**config.mk**
```make
export PLATFORM = sky130hd
export DESIGN_NAME = l1_mem_arbiter
export DESIGN_NICKNAME = d
export VERILOG_FILES = /design/src/rtl/l1_mem_arbiter_pkg.sv /design/src/rtl/l1_mem_arbiter_control.sv /design/src/rtl/l1_mem_arbiter_datapath.sv /design/src/rtl/l1_mem_arbiter.sv
export SDC_FILE = /design/constraint.sdc
export NUM_CORES = 1
export LEC_CHECK = 0
export CAP_MARGIN = 40
export CORE_AREA = 8 8 527 529
export CTS_BUF_LIST = sky130_fd_sc_hd__clkbuf_8
export DETAILED_ROUTE_END_ITERATION = 16
export DIE_AREA = 0 0 535 537
export SLEW_MARGIN = 40
export SYNTH_ARGS = -nofsm -noshare
export SYNTH_HDL_FRONTEND = slang
export SYNTH_SLANG_ARGS = --single-unit
export TNS_END_PERCENT = 100
```
**constraint.sdc**
```tcl
create_clock -name clk -period 1.61 [get_ports clk]
set_input_delay 0.161 -clock clk [delete_from_list [all_inputs] [get_ports clk]]
set_output_delay 0.161 -clock clk [all_outputs]
set_load 0.01 [all_outputs]
```
**src/rtl/l1_mem_arbiter_pkg.sv**
```systemverilog
// Shared types for the L1-to-L2 arbiter: address mux select, grant memory and FSM encoding.
package arbiteraddressmux;

   typedef enum logic {
      i_addr = 1'b0,
      d_addr = 1'b1
   } arbiteraddressmux_sel_t;

   typedef enum logic {
      GRANT_I = 1'b0,
      GRANT_D = 1'b1
   } grant_t;

   localparam logic [1:0] ST_IDLE    = 2'd0;
   localparam logic [1:0] ST_SERVE_I = 2'd1;
   localparam logic [1:0] ST_SERVE_D = 2'd2;

   localparam int LINE_W = 256;
   localparam int ADDR_W = 32;

endpackage

```
**src/rtl/l1_mem_arbiter_control.sv**
```systemverilog
// Grant FSM with two-way round-robin memory; drives L2 strobes and per-cache completion pulses.
module arbiter_control
   import arbiteraddressmux::*;
(
   input  logic                   clk,
   input  logic                   rst,
   input  logic                   i_i_read,
   input  logic                   i_d_read,
   input  logic                   i_d_write,
   input  logic                   i_l2_resp,
   output arbiteraddressmux_sel_t o_addr_sel,
   output logic                   o_l2_read,
   output logic                   o_l2_write,
   output logic                   o_i_resp,
   output logic                   o_d_resp
);

   logic [1:0] r_state;
   logic [1:0] w_state_nxt;
   grant_t     r_last_grant;
   logic       w_i_req;
   logic       w_d_req;

   assign w_i_req = i_i_read;
   assign w_d_req = i_d_read | i_d_write;

   // Leaving a SERVE state on either completion or the requester withdrawing.
   always_comb begin
      w_state_nxt = r_state;
      case (r_state)
         ST_IDLE: begin
            if (w_i_req && w_d_req)
               w_state_nxt = (r_last_grant == GRANT_D) ? ST_SERVE_I : ST_SERVE_D;
            else if (w_d_req)
               w_state_nxt = ST_SERVE_D;
            else if (w_i_req)
               w_state_nxt = ST_SERVE_I;
         end
         ST_SERVE_I: if (i_l2_resp || !w_i_req) w_state_nxt = ST_IDLE;
         ST_SERVE_D: if (i_l2_resp || !w_d_req) w_state_nxt = ST_IDLE;
         default:    w_state_nxt = ST_IDLE;
      endcase
   end

   always_ff @(posedge clk or posedge rst) begin
      if (rst) begin
         r_state      <= ST_IDLE;
         r_last_grant <= GRANT_I;
      end else begin
         r_state <= w_state_nxt;
         if (r_state == ST_IDLE && w_state_nxt == ST_SERVE_I)
            r_last_grant <= GRANT_I;
         else if (r_state == ST_IDLE && w_state_nxt == ST_SERVE_D)
            r_last_grant <= GRANT_D;
      end
   end

   always_comb begin
      o_addr_sel = i_addr;
      o_l2_read  = 1'b0;
      o_l2_write = 1'b0;
      o_i_resp   = 1'b0;
      o_d_resp   = 1'b0;
      case (r_state)
         ST_SERVE_I: begin
            o_l2_read = i_i_read;
            o_i_resp  = i_l2_resp;
         end
         ST_SERVE_D: begin
            o_addr_sel = d_addr;
            o_l2_read  = i_d_read;
            o_l2_write = i_d_write;
            o_d_resp   = i_l2_resp;
         end
         default: ;
      endcase
   end

endmodule

```
**src/rtl/l1_mem_arbiter_datapath.sv**
```systemverilog
// Combinational routing between the two L1 ports and the single L2 port.
module arbiter_datapath
   import arbiteraddressmux::*;
(
   input  arbiteraddressmux_sel_t i_addr_sel,
   input  logic [ADDR_W-1:0]      i_i_address,
   input  logic [ADDR_W-1:0]      i_d_address,
   input  logic [LINE_W-1:0]      i_d_wdata,
   input  logic [LINE_W-1:0]      i_l2_rdata,
   output logic [ADDR_W-1:0]      o_l2_address,
   output logic [LINE_W-1:0]      o_l2_wdata,
   output logic [LINE_W-1:0]      o_i_rdata,
   output logic [LINE_W-1:0]      o_d_rdata
);

   assign o_l2_address = (i_addr_sel == d_addr) ? i_d_address : i_i_address;
   assign o_l2_wdata   = i_d_wdata;
   // Read data fans out to both caches; each is qualified only by its own resp.
   assign o_i_rdata    = i_l2_rdata;
   assign o_d_rdata    = i_l2_rdata;

endmodule

```
**src/rtl/l1_mem_arbiter.sv**
```systemverilog
// Arbitrates the split L1 I/D caches onto the single L2 request port.
module l1_mem_arbiter
   import arbiteraddressmux::*;
(
   input  logic          clk,
   input  logic          rst,
   input  logic [31:0]   i_pmem_address,
   input  logic          i_pmem_read,
   output logic [255:0]  i_pmem_rdata,
   output logic          i_pmem_resp,
   input  logic [31:0]   d_pmem_address,
   input  logic          d_pmem_read,
   input  logic          d_pmem_write,
   input  logic [255:0]  d_pmem_wdata,
   output logic [255:0]  d_pmem_rdata,
   output logic          d_pmem_resp,
   output logic [31:0]   a_pmem_address,
   output logic          a_pmem_read,
   output logic          a_pmem_write,
   output logic [255:0]  a_pmem_wdata,
   input  logic [255:0]  a_pmem_rdata,
   input  logic          a_pmem_resp
);

   arbiteraddressmux_sel_t w_addr_sel;

   arbiter_control u_control (
      .clk        (clk),
      .rst        (rst),
      .i_i_read   (i_pmem_read),
      .i_d_read   (d_pmem_read),
      .i_d_write  (d_pmem_write),
      .i_l2_resp  (a_pmem_resp),
      .o_addr_sel (w_addr_sel),
      .o_l2_read  (a_pmem_read),
      .o_l2_write (a_pmem_write),
      .o_i_resp   (i_pmem_resp),
      .o_d_resp   (d_pmem_resp)
   );

   arbiter_datapath u_datapath (
      .i_addr_sel   (w_addr_sel),
      .i_i_address  (i_pmem_address),
      .i_d_address  (d_pmem_address),
      .i_d_wdata    (d_pmem_wdata),
      .i_l2_rdata   (a_pmem_rdata),
      .o_l2_address (a_pmem_address),
      .o_l2_wdata   (a_pmem_wdata),
      .o_i_rdata    (i_pmem_rdata),
      .o_d_rdata    (d_pmem_rdata)
   );

endmodule

```
Yosys cells after proc, flatten, opt, wreduce, memory -nomap -nowiden
Index checks and enable logic that the tools add are counted.

Register bits after elaboration: 3. Input bits: 582. Output and inout bits: 804. Logic and storage cells: 31.

Equality and inequality tests: 4. Mux-type cells: 15. Bitwise operators: 1. Reduce and logical (&&, ||, !) cells: 9.

Operators by type and width (count): 32-bit two-way mux (1); 2-bit two-way mux (6); 1-bit two-way mux (6); 2-bit one-hot mux with 3 select lines (1); 2-bit by 1-bit equality test with 1-bit output (second input constant) (2); 2-bit equality test (second input constant) (2); 1-bit logical AND (3); 1-bit logical NOT (2); 2-bit logical NOT (1); 1-bit logical OR (2); 1-bit one-hot mux with 2 select lines (1); 2-bit nonzero test (1); 1-bit OR (1).

Depth between registers and ports, before layout
Gate-level depths: netlist (run 1).

Depth in word-level cells: 9. Mapped depth: 7. Gate-level depth less buffers: 6.

Hierarchy
From an unflattened synthesis (run 1), not the netlist that was laid out.

Cell total of the unflattened synthesis: 844. Area total of the unflattened synthesis: 6645.1 um^2.

By module, submodules not included: arbiter_datapath (instances 1, cells an instance 804, area an instance 6309.8 um^2, seq. area each 0.0 um^2); arbiter_control (instances 1, cells an instance 40, area an instance 335.3 um^2, seq. area each 75.1 um^2).

Least setup slack after synthesis (run 1)
No wires, ideal clock.

Path type: register -> register. Start point: register u_control.r_state[0]. End point: register u_control.r_last_grant. Library setup time: 101 ps. Data arrival time: 1510 ps. Required time: 1509 ps. Path slack: -1 ps. Cell stages (with the launch flop): 8. Path buffers: 1. Period minus slack after synthesis: 1611 ps. Cell sequence: dfrtp_1 -> inv_1 -> ha_1 -> buf_6 -> o21ai_2 -> a2111oi_4 -> nor2_2 -> o311ai_2.

Longest elaborated chain between the ends: 7. Elaborated cells on any way between the ends: 15. Classes of those cells: eq/ne (4); mux (7); reduce/logical (4).

RTL lines: from (decl) (RTL line l1_mem_arbiter_control.sv:18) `logic [1:0] r_state;`; from (signal assigned) (RTL line l1_mem_arbiter_control.sv:50) `r_state <= w_state_nxt;`; 2-bit two-way mux (RTL line l1_mem_arbiter_control.sv:36) `else if (w_i_req)`; 2-bit two-way mux (RTL line l1_mem_arbiter_control.sv:34) `else if (w_d_req)`; 2-bit two-way mux (RTL line l1_mem_arbiter_control.sv:32) `if (w_i_req && w_d_req)`; 2-bit one-hot mux with 3 select lines (RTL line l1_mem_arbiter_control.sv:30) `case (r_state)`; 2-bit by 1-bit equality test with 1-bit output / 2-bit equality test (equally long branches) (RTL line l1_mem_arbiter_control.sv:51, l1_mem_arbiter_control.sv:53); 1-bit logical AND, on equally long branches (RTL line l1_mem_arbiter_control.sv:51, l1_mem_arbiter_control.sv:53); 1-bit two-way mux / 2-bit nonzero test (equally long branches); to (signal assigned) (RTL line l1_mem_arbiter_control.sv:48) `r_last_grant <= GRANT_I;`; to (signal assigned) (RTL line l1_mem_arbiter_control.sv:52) `r_last_grant <= GRANT_I;`; to (signal assigned) (RTL line l1_mem_arbiter_control.sv:54) `r_last_grant <= GRANT_D;`; to (decl) (RTL line l1_mem_arbiter_control.sv:20) `grant_t r_last_grant;`.

Parallel ways exist; a longest one is shown, timed or not. A chain may end at the register's enable or synchronous reset.

Worst setup path in the final report (run 1)
Start point: register u_control.r_state[0]. End point: output port a_pmem_address[10].

Longest elaborated chain between the ends: 3.

RTL lines: 2-bit equality test (RTL line l1_mem_arbiter_control.sv:64) `case (r_state)`; 1-bit two-way mux (RTL line l1_mem_arbiter_control.sv:64); 32-bit two-way mux (RTL line l1_mem_arbiter_datapath.sv:16) `assign o_l2_address = (i_addr_sel == d_addr) ? i_d_address : i_i_address;`; to (decl) (RTL line l1_mem_arbiter.sv:17) `output logic [31:0] a_pmem_address,`.

No other way between the ends.

==> implementation parameters, run 1 <==
Parameter                              Value

Floorplanning
  Die ar. ... 287,300 sq um
  Die span in x ... 535 microns
  Initial core utilization ... 2.400%
  Die height ... 537 microns
  Area of the placeable core ... 269,300 sq um
  Number of standard-cell rows in the floorplan ... 191
  I/O Pins ... 1,386

Pwr
  Power density over cell area ... 550.4 nW/um^2
  Worst supply voltage drop on vdd ... 0.0003834 V
  Static Leak ... 1.045 nW

Synth
  Register bit count reported by yosys ... 3
  Area share of xor/xnor cells in the synthesized design ... 0%
  Largest family of logic cells by synthesized area ... buffers and inverters
  Gate count after technology mapping ... 837
  Syn avg cell area ... 7.722 sq um
  Cell area after synthesis ... 6464 sq um
  Area fraction in compound gates after synthesis ... 1.781%
  Number of unique standard cell types used by synthesis ... 22
  Net Count, Synth ... 1,423
  Ys Warns ... 0
  Adder and majority gate portion of the synthesized area ... 0.7743%
  Top area cells in the synthesized netlist ... sky130_fd_sc_hd__buf_4, sky130_fd_sc_hd__mux2_2, sky130_fd_sc_hd__dfrtp_1
  Share of synthesized area occupied by flip-flops and latches ... 1.161%
  Multiplexer fraction of the synthesized cell area ... 5.575%
  Largest area contributor in the synthesized netlist ... sky130_fd_sc_hd__buf_4
  Simple logic cell fraction of the synthesized area ... 0.6969%
  Fraction of synthesized cell area taken by the top area cell type ... 89.20%

Clocking
  Clock transition at the registers of the reported paths ... 30 ps
  TritonCTS Buffers ... 3
  Cts hold-fix bufs ... 0
  Maximum level of the CTS H-tree ... 1
  TritonCTS clock tree ... built
  Bufs on Longest Clock Path ... 2
  Number of clock sinks ... 3
  CTS root buffer ... sky130_fd_sc_hd__clkbuf_8
  Clock latency on the worst-skew pair ... 210 ps

Critical path
  CP max-delay cell ... sky130_fd_sc_hd__dfrtp_1
  Max FO, Critical Path ... 8
  CP max stage delay ... 380 ps
  Data arrival time of the critical path ... 1650 ps
  CP cell instances ... inv_2 > ha_4 > buf_12 > buf_12 > mux2_4 > buf_12
  CP Capture Type ... output pin
  Cell class contributing the biggest share of worst-path delay ... buffers and inverters
  Setup CP Type ... reg2out
  Setup slack of the most critical reg-to-reg path ... -180 ps
  Data required, critical path ... 1450 ps
  Element type at the critical path start ... flip-flop
  Worst path bufs/invs ... 4
  Crit path top cell by count ... sky130_fd_sc_hd__buf_12

STA
  FMAX ... 0.5528 GHz
  Min setup slack post-route ... -198.9 ps
  Final setup violation count ... 34
  Unrepaired setup endpoints after global routing ... yes
  Worst-Margin Slew ... 629.8 ps
  Max-slew headroom at the worst pin ... 58.02%
  Post-route minimum period ... 1809 ps
  Final hold slack ... 117.8 ps
  Period utilization ... 112.4%
  Max Transition Viols Final ... 0
  Worst Clk Skew ... 3.052 ps
  Number of hold violations in the final report ... 0

Routing
  Initial drt markers ... 250
  Number of nets with antenna violations after detailed routing ... 0
  Via/cell ratio ... 0.8548
  Wire length per cell after detailed routing ... 50.69 microns
  Count of vias placed by the detailed router ... 3,221
  Drt pass-1 iters ... 4
  DRC errors left ... 0
  Final routed wirelength across all metal layers ... 191.0 mm

Layout
  Combined flip-flop and latch cell area ... 75.07 sq um
  Filler cells ... 32,090
  Number of nets in the layout ... 776
  Area occupied by multi-input gates ... 714.4 sq um
  Signed area change from the synthesized netlist to the final layout ... 4.297%
  Non-filler cells in the finished layout ... 3,768
  Ratio of cells with drive above 1 in the final layout ... 51.85%
  Most common cell after layout, fill and taps aside ... sky130_fd_sc_hd__clkdlybuf4s50_1
  Leading cell types in the layout, fill and taps excluded ... sky130_fd_sc_hd__clkdlybuf4s50_1, sky130_fd_sc_hd__mux2_4, sky130_fd_sc_hd__buf_12
  Final core area utilization ... 2.503%

Placed design
  Pre-CTS setup slack ... -266.2 ps
  Number of input and output port buffers inserted ... 105
  Detailed placer's ending HPWL ... 186.0 mm
  Placer's final routability congestion estimate ... 0.7824
  Number of instances in the placed design ... 3,752

Global route
  Met3 GRT Util ... 25.36%
  Overall fraction of global-route tracks in use ... 12.57%
  Largest net degree at the start of global routing ... 14
  Global Route met1 Usage ... 4.120%
  Number of global-route vias before repair ... 3,052
  Global-route congestion overflow total ... 0
  Number of antenna violations at the first check in global routing ... 47
  GR Util met2 ... 18.62%
  First-pass GRT wire length ... 199.6 mm
  Grt peak-use layer ... met3

Status
  Violations in the final reports ... setup timing
  Status ... complete, but fails checks

Worst hold path
  Worst hold path type ... in2async

Run
  Max Cap Viol ... 0
-- registers in the layout, indices dropped and copies added (netlist names) --
register and flops:
u_control.r_state 2, u_control.r_last_grant 1
-- metal layers --
layer | routed length, microns | vias to the layer above | part of all wire [%]
met5 | 791 | - | 0.41
met4 | 8347 | 32 | 4.4
met3 | 81030 | 305 | 42
met2 | 78900 | 1418 | 41
met1 | 21940 | 959 | 11
li1 | - | 507 | -
-- path summary, 6_finish.rpt --
path                                              from  cells past startpoint                     end
worst max-delay path              u_control.r_state[0]                      6      a_pmem_address[10]
min in group clk                     d_pmem_wdata[229]                      0       a_pmem_wdata[229]
max in group asynchronous                          rst                      2    u_control.r_state[0]
worst min register to register  u_control.r_last_grant                      2  u_control.r_last_grant
worst max register to register    u_control.r_state[0]                      8  u_control.r_last_grant
worst min-delay path                               rst                      2    u_control.r_state[1]
-- metrics by stage --
stage               instance area, sq um  setup TNS (ps)  power [W]
global placement                    6420           -3883   0.003044
global route                        6724           -7801   0.003952
CTS                                 6690           -6778   0.003803
detailed placement                  6420           -5004   0.003096
floorplan                           6464               0   0.003053
finish                              6741           -5570   0.003710
-- cell type report --
cell class                      count  share of cell area [%]
Clock inverter                      1                 0.05568
Inverter                            7                  0.3898
Sequential cell                     3                   1.114
Multi-Input combinational cell     55                   10.60
Antenna cell                        9                  0.3341
Tap cell                         3570                   66.26
Clock buffer                        3                  0.6125
Timing Repair Buffer              120                   20.64
-- repair_timing --
item,CTS,global route
gates resized for setup,70,7
setup buffers,1,2
endpoints found under the setup margin,37,39
cloned,0,0
pin swaps,1,2
-- power breakdown --
group / leakage (nW) / total [W] / internal (W) / switching (W)
clock network: 0.0270 / 0.000208 / 0.000162 / 0.0000463
logic: 0.982 / 0.00336 / 0.00181 / 0.00155
registers: 0.0360 / 0.000142 / 0.000110 / 0.0000317
total: 1.05 / 0.00371 / 0.00209 / 0.00163
-- synth_stat cells, drive strengths merged --
cell	count
a31o	1
nor2	1
o311ai	1
a21boi	2
nor2b	1
o211a	1
o21ai	2
a311o	1
buf	772
a2111oi	1
ha	4
mux2	32
o2bb2ai	1
nand2	2
and2	3
a21oi	1
dfrtp	3
nand2b	1
inv	7
-- kinds of logic after synthesis --
kind of cell               count (synthesis)
AOI/OAI and AO/OA                         11
buffers and inverters                    779
DFF                                        3
adders and majority gates                  4
muxes                                     32
and+or+nand+nor                            8
Note: power is estimated with default switching activity, not from simulation.
==> run 2, diff against run 1 <==
--- a/config.mk
+++ b/config.mk
@@ -6,12 +6,14 @@
 export NUM_CORES = 1
 export LEC_CHECK = 0
 export CAP_MARGIN = 40
-export CORE_AREA = 8 8 527 529
+export CORE_AREA = 8 8 534 536
 export CTS_BUF_LIST = sky130_fd_sc_hd__clkbuf_8
 export DETAILED_ROUTE_END_ITERATION = 16
-export DIE_AREA = 0 0 535 537
-export SLEW_MARGIN = 40
+export DIE_AREA = 0 0 542 544
+export GPL_TIMING_DRIVEN = 0
+export SLEW_MARGIN = 20
 export SYNTH_ARGS = -nofsm -noshare
 export SYNTH_HDL_FRONTEND = slang
+export SYNTH_HIERARCHICAL = 1
 export SYNTH_SLANG_ARGS = --single-unit
 export TNS_END_PERCENT = 100
==> implementation parameters, run 2 <==
Parameter                              Value

Synth
  Top area cells in the synthesized netlist ... sky130_fd_sc_hd__buf_4, sky130_fd_sc_hd__mux2_4, sky130_fd_sc_hd__dfrtp_1
  Prevailing post-synth register cell ... sky130_fd_sc_hd__dfrtp_1
  Gate count after technology mapping ... 844 (+0.84%)
  Largest area contributor in the synthesized netlist ... sky130_fd_sc_hd__buf_4
  Syn avg cell area ... 7.873 sq um (+2.0%)
  FFs w/ async S/R, synth ... 100.0% (unchanged)
  Ys Warns ... 6 (+6)
  Share of synthesized area occupied by flip-flops and latches ... 1.130% (-0.032 points)
  Net Count, Synth ... 1,430 (+0.49%)
  Register bit count reported by yosys ... 3 (unchanged)
  Cell area after synthesis ... 6645 sq um (+2.8%)
  Number of unique standard cell types used by synthesis ... 29 (+32%)
  Cell with the most instances after synthesis ... sky130_fd_sc_hd__buf_4
  Fraction of synthesized cell area taken by the top area cell type ... 86.76% (-2.4 points)
  Ranking of synthesized cells by instance count ... sky130_fd_sc_hd__buf_4, sky130_fd_sc_hd__mux2_4, sky130_fd_sc_hd__a21oi_1, sky130_fd_sc_hd__ha_1
  Number of flops mapped to enable cells by yosys ... 0 (unchanged)

Placed design
  Placer's final routability congestion estimate ... 0.8637 (+10%)
  Pre-CTS setup slack ... -1336 ps (-1070 ps)
  Detailed placer's ending HPWL ... 180.8 mm (-2.8%)
  Number of input and output port buffers inserted ... 873 (+730%)
  Number of instances in the placed design ... 5,450 (+45%)

Pwr
  Worst supply voltage drop on vdd ... 0.0003554 V (-7.3%)
  Static Leak ... 7.789 nW (+650%)
  Power density over cell area ... 493.0 nW/um^2 (-10%)
  Sequential Power Share ... 1.6% (-2.2 points)
  Switching power total ... 0.004791 W (+190%)
  Logic pwr share ... 96.3% (+5.7 points)
  Clock network power share ... 2.2% (-3.4 points)
  Internal power ... 0.005343 W (+160%)
  Switching part of the total power ... 47.28% (+3.5 points)

Critical path
  Data arrival time of the critical path ... 1800 ps (+150 ps)
  Element type at the critical path start ... flip-flop
  CP Capture Type ... output pin
  CP max stage delay ... 370 ps (about the same)
  CP cell instances ... inv_2 > ha_4 > buf_4 > buf_6 > buf_6 > buf_8 > buf_4 > buf_6 > and2_4 > buf_12
  Origin of the critical flop-to-flop path ... u_control/r_state[0]
  CP max-delay cell ... sky130_fd_sc_hd__dfrtp_1
  Terminus of the critical flop-to-flop path ... u_control/r_last_grant
  Crit path top cell by count ... sky130_fd_sc_hd__buf_6
  Max FO, Critical Path ... 3 (-5)
  Reg2Reg Depth ... 10 (+2)
  Setup slack of the most critical reg-to-reg path ... -320 ps (-140 ps)
  Data required, critical path ... 1450 ps (about the same)
  Setup CP Type ... reg2out

Layout
  Ratio of cells with drive above 1 in the final layout ... 50.40% (-1.4 points)
  Non-filler cells in the finished layout ... 5,480 (+45%)
  Flip-flop count of the largest register after layout ... 2 (unchanged)
  Signed area change from the synthesized netlist to the final layout ... 209.3%
  Registers with the most flip-flops ... u_control/r_state (2), u_control/r_last_grant (1)
  Largest register by flop count ... u_control/r_state
  Final core area utilization ... 7.415% (+4.9 points)
  Leading cell types in the layout, fill and taps excluded ... sky130_fd_sc_hd__clkdlybuf4s50_1, sky130_fd_sc_hd__buf_4, sky130_fd_sc_hd__mux2_4
  Number of nets in the layout ... 2,323 (+200%)
  Most common cell after layout, fill and taps aside ... sky130_fd_sc_hd__clkdlybuf4s50_1
  Filler cells ... 32,660 (+1.8%)

Clocking
  TritonCTS clock tree ... built
  CTS root buffer ... sky130_fd_sc_hd__clkbuf_8
  Bufs on Longest Clock Path ... 2 (unchanged)
  Clock latency on the worst-skew pair ... 220 ps (about the same)
  TritonCTS Buffers ... 3 (unchanged)
  Cts hold-fix bufs ... 0 (unchanged)
  Clock transition at the registers of the reported paths ... 30 ps (about the same)
  Number of clock sinks ... 3 (unchanged)
  Maximum level of the CTS H-tree ... 1 (unchanged)

Global route
  GR Util met2 ... 17.95% (-0.67 points)
  Largest net degree at the start of global routing ... 11 (-3)
  Number of antenna violations at the first check in global routing ... 171 (+260%)
  Number of global-route vias before repair ... 9,197 (+200%)
  First-pass GRT wire length ... 201.4 mm (+0.94%)
  Overall fraction of global-route tracks in use ... 11.76% (-0.81 points)
  Global-route congestion overflow total ... 0 (unchanged)
  Global Route met1 Usage ... 11.80% (+7.7 points)
  Grt peak-use layer ... met2
  Met3 GRT Util ... 12.08% (-13 points)

Routing
  DRC errors left ... 0 (unchanged)
  Initial drt markers ... 347 (+39%)
  Count of vias placed by the detailed router ... 9,226 (+190%)
  Wire length per cell after detailed routing ... 33.68 microns (-34%)
  Final routed wirelength across all metal layers ... 184.5 mm (-3.4%)
  Drt pass-1 iters ... 4 (unchanged)
  Number of nets with antenna violations after detailed routing ... 0 (unchanged)
  Via/cell ratio ... 1.684 (+97%)

STA
  Final hold slack ... 157.7 ps (+39.93 ps)
  Worst-Margin Slew ... 737.7 ps (+108.0 ps)
  Unrepaired setup endpoints after global routing ... yes
  Max-slew headroom at the worst pin ... 50.66% (-7.4 points)
  Post-route minimum period ... 1960 ps (+151.4 ps)
  Max Transition Viols Final ... 0 (unchanged)
  Number of hold violations in the final report ... 0 (unchanged)
  Min setup slack post-route ... -350.3 ps (-151.4 ps)
  Period utilization ... 121.8% (+9.4 points)
  Worst Clk Skew ... 1.381 ps (-1.671 ps)
  FMAX ... 0.5101 GHz (-7.7%)
  Final setup violation count ... 37 (+8.8%)

Floorplanning
  Die span in x ... 542 microns (+1.3%)
  Number of standard-cell rows in the floorplan ... 194 (+1.6%)
  Die ar. ... 294,800 sq um (+2.6%)
  I/O Pins ... 1,386 (unchanged)
  Die height ... 544 microns (+1.3%)
  Initial core utilization ... 2.397% (-0.0027 points)
  Area of the placeable core ... 277,200 sq um (+2.9%)

Status
  Status ... complete, but fails checks
  Violations in the final reports ... setup timing

Run
  Max Cap Viol ... 0 (unchanged)

Worst hold path
  Worst hold path type ... in2async
## run 2: timing repair
action / in CTS / in global routing
setup endpoints to repair: 39 / 39
gates resized for setup: 223 / 14
pin swaps: 6 / 3
setup buffers: 11 / 3
gates cloned: 1 / 0
## run 2: per-layer routing
metal,up-vias,wire length (microns)
li1,3639,-
met1,4136,63210
met2,1135,77740
met3,186,41500
met4,130,1273
met5,-,811
## run 2: layout make-up
type	instances	area (sq um)	area share (%)
clock inverters	1	3.754	0.01826
clock buffers	3	41.29	0.2009
plain buffers	771	5826	28.34
diodes	20	50.05	0.2435
well taps	3724	4659	22.67
flip-flops and latches	3	76.32	0.3713
repair buffers	889	9112	44.33
multi-input cells	65	770.7	3.750
inverters	4	15.01	0.07305
## run 2: worst max-delay path, delay by kind of cell (launching register included)
family / cells / cell delay (ps)
fa+ha+maj: 1 / 170
simple gates: 1 / 140
buf+inv: 8 / 870
flops: 1 / 370
## run 2: power groups by stage
stage / registers [W] / clock network, W / logic [W]
after global routing: 0.000163 / 0.000224 / 0.0104
after global placement: 0.000172 / 0 / 0.00907
after floorplan: 0.000158 / 0 / 0.00342
final: 0.000159 / 0.000219 / 0.00976
after detailed placement: 0.000174 / 0 / 0.00934
after CTS: 0.000157 / 0.000217 / 0.0101
## run 2: kinds of logic (layout without fill, tap and decap cells)
group | after synthesis | after routing | synth area share (%)
multiplexers | 32 | 32 | 7.117
AO/OA/AOI/OAI | 15 | 15 | 1.676
other | 0 | 20 | 0
AND/OR/NAND/NOR | 14 | 14 | 1.262
buffers and inverters | 776 | 1668 | 88.06
adder cells (fa/ha/maj) | 4 | 4 | 0.7532
flip-flops | 3 | 3 | 1.130
## run 2: how the worst max path moves through the flow
stage / from / end / cells past startpoint
5_1_grt: u_control/r_state[0] / d_pmem_resp / 10
3_3_place_gp: u_control/r_state[0] / a_pmem_address[17] / 6
3_5_place_dp: u_control/r_state[0] / a_pmem_address[13] / 6
4_1_cts: u_control/r_state[0] / u_control/r_last_grant / 10
6_report: u_control/r_state[0] / d_pmem_resp / 10
2_1_floorplan: u_control/r_state[0] / u_control/r_last_grant / 6
## run 2: metrics by stage
stage                     power (W)  setup TNS, ps  area, sq um
final                       0.01013         -10670        20550
after global routing        0.01079         -11930        20520
after CTS                   0.01050         -13180        20440
after detailed placement   0.009516         -40590        20220
after global placement     0.009238         -42280        20040
after floorplan            0.003574              0         6645
